<file path="src/rtl/pulse_handshake_pkg.sv">
// pulse_handshake_pkg: FSM encoding, default widths and saturating increment
// shared by pulse_handshake_tx and its synchronizer.
package pulse_handshake_pkg;
    typedef logic [1:0] state_t;
    localparam state_t ST_IDLE     = 2'd0;
    localparam state_t ST_REQ      = 2'd1;
    localparam state_t ST_WAIT_LOW = 2'd2;
    localparam int DEF_SYNC_STAGES = 2;
    localparam int DEF_PEND_W      = 4;
    localparam int DEF_DROP_W      = 8;
    localparam int DEF_TIMEOUT_CYC = 1024;
    function automatic logic [31:0] sat_inc(input logic [31:0] v, input logic [31:0] max_v);
        return (v == max_v) ? v : v + 32'd1;
    endfunction
endpackage

</file>
<file path="src/rtl/pulse_handshake_tx_sync_chain.sv">
// sync_chain: STAGES-deep flop chain bringing an asynchronous level into clk2.
module sync_chain
    import pulse_handshake_pkg::*;
#(
    parameter int STAGES = DEF_SYNC_STAGES
) (
    input  logic clk2,
    input  logic reset_in,
    input  logic d,
    output logic q
);
    logic [STAGES-1:0] sync_q, sync_d;
    always_comb sync_d = {sync_q[STAGES-2:0], d};
    always_ff @(posedge clk2 or posedge reset_in) begin
        if (reset_in) sync_q <= '0;
        else sync_q <= sync_d;
    end
    assign q = sync_q[STAGES-1];
endmodule

</file>
<file path="src/rtl/pulse_handshake_tx.sv">
// pulse_handshake_tx: queues clk2 event pulses and sends each as a 4-phase req/ack transaction.
// Define PULSE_HANDSHAKE_TX_TIMEOUT_EN to abort requests left unacknowledged for TIMEOUT_CYC cycles.
module pulse_handshake_tx
    import pulse_handshake_pkg::*;
#(
    parameter int SYNC_STAGES = DEF_SYNC_STAGES,
    parameter int PEND_W      = DEF_PEND_W,
    parameter int DROP_W      = DEF_DROP_W,
    parameter int TIMEOUT_CYC = DEF_TIMEOUT_CYC
) (
    input  logic              clk2,
    input  logic              reset_in,
    input  logic              pulse_in,
    input  logic              ack_in,
    input  logic              ovf_clr,
    output logic              req_out,
    output logic              busy,
    output logic [PEND_W-1:0] pending_cnt,
    output logic              overflow,
    output logic [DROP_W-1:0] drop_cnt,
    output logic              timeout
);
    localparam logic [PEND_W-1:0] PEND_MAX = '1;
    localparam logic [DROP_W-1:0] DROP_MAX = '1;
    state_t            state_q, state_d;
    logic              req_q, req_d;
    logic [PEND_W-1:0] pend_q, pend_d;
    logic              ovf_q, ovf_d;
    logic [DROP_W-1:0] drop_q, drop_d;
    logic              ack_s, expire, dec, drop, accept;
    sync_chain #(.STAGES(SYNC_STAGES)) u_ack_sync (
        .clk2     (clk2),
        .reset_in (reset_in),
        .d        (ack_in),
        .q        (ack_s)
    );
`ifdef PULSE_HANDSHAKE_TX_TIMEOUT_EN
    localparam int CNT_W = $clog2(TIMEOUT_CYC) + 1;
    logic [CNT_W-1:0] cnt_q, cnt_d;
    logic             tmo_q, tmo_d;
    // A same-cycle ack_s wins over expiry, so a late ack is still a normal completion.
    assign expire = state_q == ST_REQ && !ack_s && cnt_q == CNT_W'(TIMEOUT_CYC - 1);
    always_comb begin
        cnt_d = (state_q == ST_REQ) ? cnt_q + CNT_W'(1) : '0;
        tmo_d = expire ? 1'b1 : ovf_clr ? 1'b0 : tmo_q;
    end
    always_ff @(posedge clk2 or posedge reset_in) begin
        if (reset_in) begin
            cnt_q <= '0;
            tmo_q <= 1'b0;
        end else begin
            cnt_q <= cnt_d;
            tmo_q <= tmo_d;
        end
    end
    assign timeout = tmo_q;
`else
    logic unused_timeout_cyc;
    assign unused_timeout_cyc = |TIMEOUT_CYC;
    assign expire  = 1'b0;
    assign timeout = 1'b0;
`endif
    always_comb begin
        state_d = state_q;
        req_d   = req_q;
        dec     = 1'b0;
        if (state_q == ST_IDLE && pend_q != '0 && !ack_s) begin
            state_d = ST_REQ;
            req_d   = 1'b1;
        end else if (state_q == ST_REQ && (ack_s || expire)) begin
            state_d = ST_WAIT_LOW;
            req_d   = 1'b0;
            dec     = 1'b1;
        end else if (state_q == ST_WAIT_LOW && !ack_s) begin
            state_d = ST_IDLE;
        end
        // A completing transaction frees a slot in the same cycle, so a full queue can still accept.
        drop   = pulse_in && pend_q == PEND_MAX && !dec;
        accept = pulse_in && !drop;
        pend_d = pend_q + PEND_W'(accept) - PEND_W'(dec);
        ovf_d  = drop ? 1'b1 : ovf_clr ? 1'b0 : ovf_q;
        drop_d = drop ? (ovf_clr ? DROP_W'(1) : DROP_W'(sat_inc(32'(drop_q), 32'(DROP_MAX))))
                      : ovf_clr ? '0 : drop_q;
    end
    always_ff @(posedge clk2 or posedge reset_in) begin
        if (reset_in) begin
            state_q <= ST_IDLE;
            req_q   <= 1'b0;
            pend_q  <= '0;
            ovf_q   <= 1'b0;
            drop_q  <= '0;
        end else begin
            state_q <= state_d;
            req_q   <= req_d;
            pend_q  <= pend_d;
            ovf_q   <= ovf_d;
            drop_q  <= drop_d;
        end
    end
    assign req_out     = req_q;
    assign busy        = state_q != ST_IDLE || pend_q != '0;
    assign pending_cnt = pend_q;
    assign overflow    = ovf_q;
    assign drop_cnt    = drop_q;
endmodule
</file>
<file path="config.mk">
export PLATFORM = sky130hd
export DESIGN_NAME = pulse_handshake_tx
export DESIGN_NICKNAME = d
export VERILOG_FILES = /design/src/rtl/pulse_handshake_pkg.sv /design/src/rtl/pulse_handshake_tx_sync_chain.sv /design/src/rtl/pulse_handshake_tx.sv
export SDC_FILE = /design/constraint.sdc
export NUM_CORES = 1
export LEC_CHECK = 0
export ABC_AREA = 1
export BUFFER_PORTS_ARGS = -buffer_cell sky130_fd_sc_hd__buf_2
export CAP_MARGIN = 15
export CORE_ASPECT_RATIO = 1.1
export CORE_MARGIN = 2
export CORE_UTILIZATION = 52
export DETAILED_ROUTE_END_ITERATION = 10
export PLACE_DENSITY = 0.76
export SLEW_MARGIN = 30
export SYNTH_ARGS = -nofsm -noshare
export SYNTH_HDL_FRONTEND = slang
export SYNTH_SLANG_ARGS = --single-unit
</file>
<file path="constraint.sdc">
create_clock -name clk2 -period 4.3 [get_ports clk2]
set_clock_uncertainty 0.05 [all_clocks]
set_input_delay 1.075 -clock clk2 [delete_from_list [all_inputs] [get_ports clk2]]
set_output_delay 1.075 -clock clk2 [all_outputs]
set_load 0.1 [all_outputs]
</file>
==> flow_summary_export.csv <==
group,metric,value,unit
placed_design,dpl.hpwl,1510,um
clock_network,post_cts_buffers,0,
floorplan,chipWidth,46.7,um
detailed_routing,drc,0,
global_route,grtUsageMet1,29.0,%
power_and_ir_drop,p_clk_share,13.0,%
clock_network,ctsResizeCount,0,
status,status,"finished clean",
synthesis,synth.distinct_cells,23,
worst_setup_path,cpMaxStageDelayCell,"buf_2",
cells_and_area,syn2layout_area_growth,14.1,%
cells_and_area,fin_util,60.9,%
detailed_routing,via_per_inst,5.10,
clock_network,htree_levels,1,
power_and_ir_drop,seq_power_share,31.5,%
timing,fmax,374,MHz
worst_setup_path,crit_buf_inv,2,
timing,worst_pin_slew,0.689,ns
power_and_ir_drop,power_leakage,0.625,nW
floorplan,die_h,51.0,um
placed_design,place_congestion,0.806,
global_route,grt_pass1_vias,843,
worst_setup_path,crit_arrival,1.55,ns
floorplan,start_util,53.3,%
clock_network,cts_hold_buf,0,
timing,final.setup.tns,0,ns
detailed_routing,ant_nets,0,
clock_network,clk_pin_slew,0.10,ns
power_and_ir_drop,intPower,0.366,mW
synthesis,synth_cells,124,
cells_and_area,layout.nets,158,
global_route,grt_use_total,20.9,%
placed_design,dp_cells,169,
synthesis,syn-num-nets,136,
global_route,grt_pass1_wl,3700,um
synthesis,ys_seq_elements,18,
synthesis,ys_seq_area_share,43.2,%
worst_setup_path,cp_top_family,"buffers and inverters",
power_and_ir_drop,p_switching,0.436,mW
power_and_ir_drop,ir_drop,0.530,mV
timing,fin_crit_sh,62.2,%
power_and_ir_drop,powerDensity,673,nW/um^2
global_route,use_met2,33.6,%
timing,period_needed,2.68,ns
detailed_routing,totalWireLength,1940,um
worst_setup_path,rr_worst_depth,9,
global_route,grt_overflow_total,0,
worst_setup_path,cp_slowest_stage_delay,0.41,ns
cells_and_area,final_common_cell,"nand2_1",
clock_network,clk_path_buf_depth,2,
clock_network,cts_buffers,3,
timing,max-slew-margin-rel,54.0,%
synthesis,avgSynthCellArea,8.42,sq um
detailed_routing,dr_total_vias,882,
cells_and_area,finalNonFillerCells,173,
worst_setup_path,cp-end-kind,"primary output",
detailed_routing,first_iter_violations,11,
floorplan,core-area,1960,sq um
cells_and_area,n_antenna_cell,0,
global_route,antenna_found_initial,0,
global_route,grt_max_degree,19,
clock_network,worstSkewPairLatency,0.29,ns
worst_setup_path,startpoint_type,"flip-flop",
worst_setup_path,critical_path_peak_fanout,3,
job,maxCapViolCount,0,
global_route,use_met3,2.12,%
detailed_routing,firstDrtPassIters,4,
worst_hold_path,holdPathStages,0,
cells_and_area,drive_above_1_share,23.4,%
worst_setup_path,worst-setup-path-type,"flip-flop to primary output",
worst_setup_path,cp_common_cell,"nand2_1",
timing,rsz0062_at_grt,"false",
worst_hold_path,min_path_type,"flip-flop to flip-flop",
synthesis,ys_warn_count,0,
cells_and_area,final_cell_mix,"31 x nand2_1, 19 x inv_1, 19 x buf_2",
timing,finalHoldViolations,0,
clock_network,cts_tree,"done",
timing,slew_violations,0,
floorplan,die_area,2380,sq um
worst_setup_path,path_cells,"inv_1 -> ha_1 -> nand2_1 -> nor2_1 -> nand2_1 -> buf_2",
global_route,grt-busiest-layer,"met2",
timing,finalSetupViolations,0,
clock_network,cts.sinks,18,
power_and_ir_drop,swShare,54.4,%
worst_setup_path,worstPathRequired,3.17,ns
placed_design,portBuffers,19,
clock_network,cts_root_buf,"clkbuf_4",
worst_setup_path,cp.depth,6,
synthesis,syn-cell-area,1040,sq um
power_and_ir_drop,combPwrFrac,55.4,%
floorplan,io_pins,21,
floorplan,fp-row-count,17,
detailed_routing,wl_per_cell,11.2,um
## final cells by class
type / count / area (sq um)
fillers: 191 / 766
multi-input cells: 85 / 503
flip-flops and latches: 18 / 450
repair buffers: 19 / 95.1
inverters: 19 / 71.3
clock buffers: 4 / 36.3
well taps: 28 / 35.0
## layer usage
metal  share of wire, %  up-vias  routed length, um
li1                   -      440                  -
met4               0.82        0                 16
met1                 46      422                896
met2                 50       18                965
met5                  0        -                  0
met3                3.2        2                 62
## stage by stage
stage	area [sq um]	power (mW)	setup WS, ns	hold WS [ns]
5_1_grt	1190	0.864	1.55	0.323
3_5_place_dp	1150	0.708	1.84	0.293
4_1_cts	1190	0.812	1.60	0.318
6_report	1190	0.802	1.62	0.314
3_3_place_gp	1150	0.692	1.88	0.282
2_1_floorplan	1040	0.630	1.08	0.281
## worst reg2reg max path: cells and delay by family, from the launching register on
family | cells | cell delay [ns]
flip-flops | 1 | 0.40
XOR/XNOR | 1 | 0.13
AND/OR/NAND/NOR | 2 | 0.29
buffers and inverters | 3 | 0.20
adder cells (fa/ha/maj) | 2 | 0.55
AO/OA/AOI/OAI | 1 | 0.08
## synth_stat cells
library cell,count,area [sq um]
a21oi_1,2,10.0
buf_4,1,7.51
buf_6,1,11.3
conb_1,1,3.75
dfrtp_1,18,450
fa_1,1,20.0
ha_1,6,75.1
inv_1,19,71.3
nand2_1,31,116
nand2_2,1,6.26
nand2_4,2,22.5
nand3_1,12,60.1
nand3_2,2,20.0
nand4_1,4,25.0
nor2_1,7,26.3
nor2_4,2,22.5
nor3_1,1,5.00
o211ai_1,2,15.0
o21ai_0,4,20.0
o21ai_1,1,5.00
o21ai_2,3,26.3
or2_2,1,6.26
xnor2_1,2,17.5
## cells by family after synthesis
family | Yosys count | share of synthesized area [%]
xor gates and xnor gates | 2 | 1.68
other | 1 | 0.359
AOI/OAI and AO/OA | 12 | 7.31
buffers and inverters | 21 | 8.63
DFF | 18 | 43.2
and+or+nand+nor | 63 | 29.7
adders and majority gates | 7 | 9.11
## sequential cells by signal, summed over array words and instances (netlist names)
| signal | cells |
|---|---|
| drop_cnt | 8 |
| overflow | 1 |
| pending_cnt | 4 |
| req_out | 1 |
| state_q | 2 |
| u_ack_sync.sync_q | 2 |
## power by group through the flow
stage,sequential [mW],combinational (mW),clock [mW]
4_1_cts,0.254,0.452,0.107
5_1_grt,0.261,0.488,0.115
3_3_place_gp,0.254,0.438,0
3_5_place_dp,0.256,0.452,0
2_1_floorplan,0.460,0.170,0
6_report,0.253,0.445,0.105
## path summary, 6_finish.rpt
kind	slack (ns)	endpoint	start
hold reg to reg	0.31	u_ack_sync.sync_q[1]	u_ack_sync.sync_q[0]
hold / removal	0.31	u_ack_sync.sync_q[1]	u_ack_sync.sync_q[0]
min in group asynchronous	0.82	drop_cnt[1]	reset_in
max in group asynchronous	2.94	pending_cnt[2]	reset_in
setup / recovery	1.62	busy	pending_cnt[2]
setup reg to reg	2.49	pending_cnt[2]	state_q[1]
(Power assumes the default switching activity.)
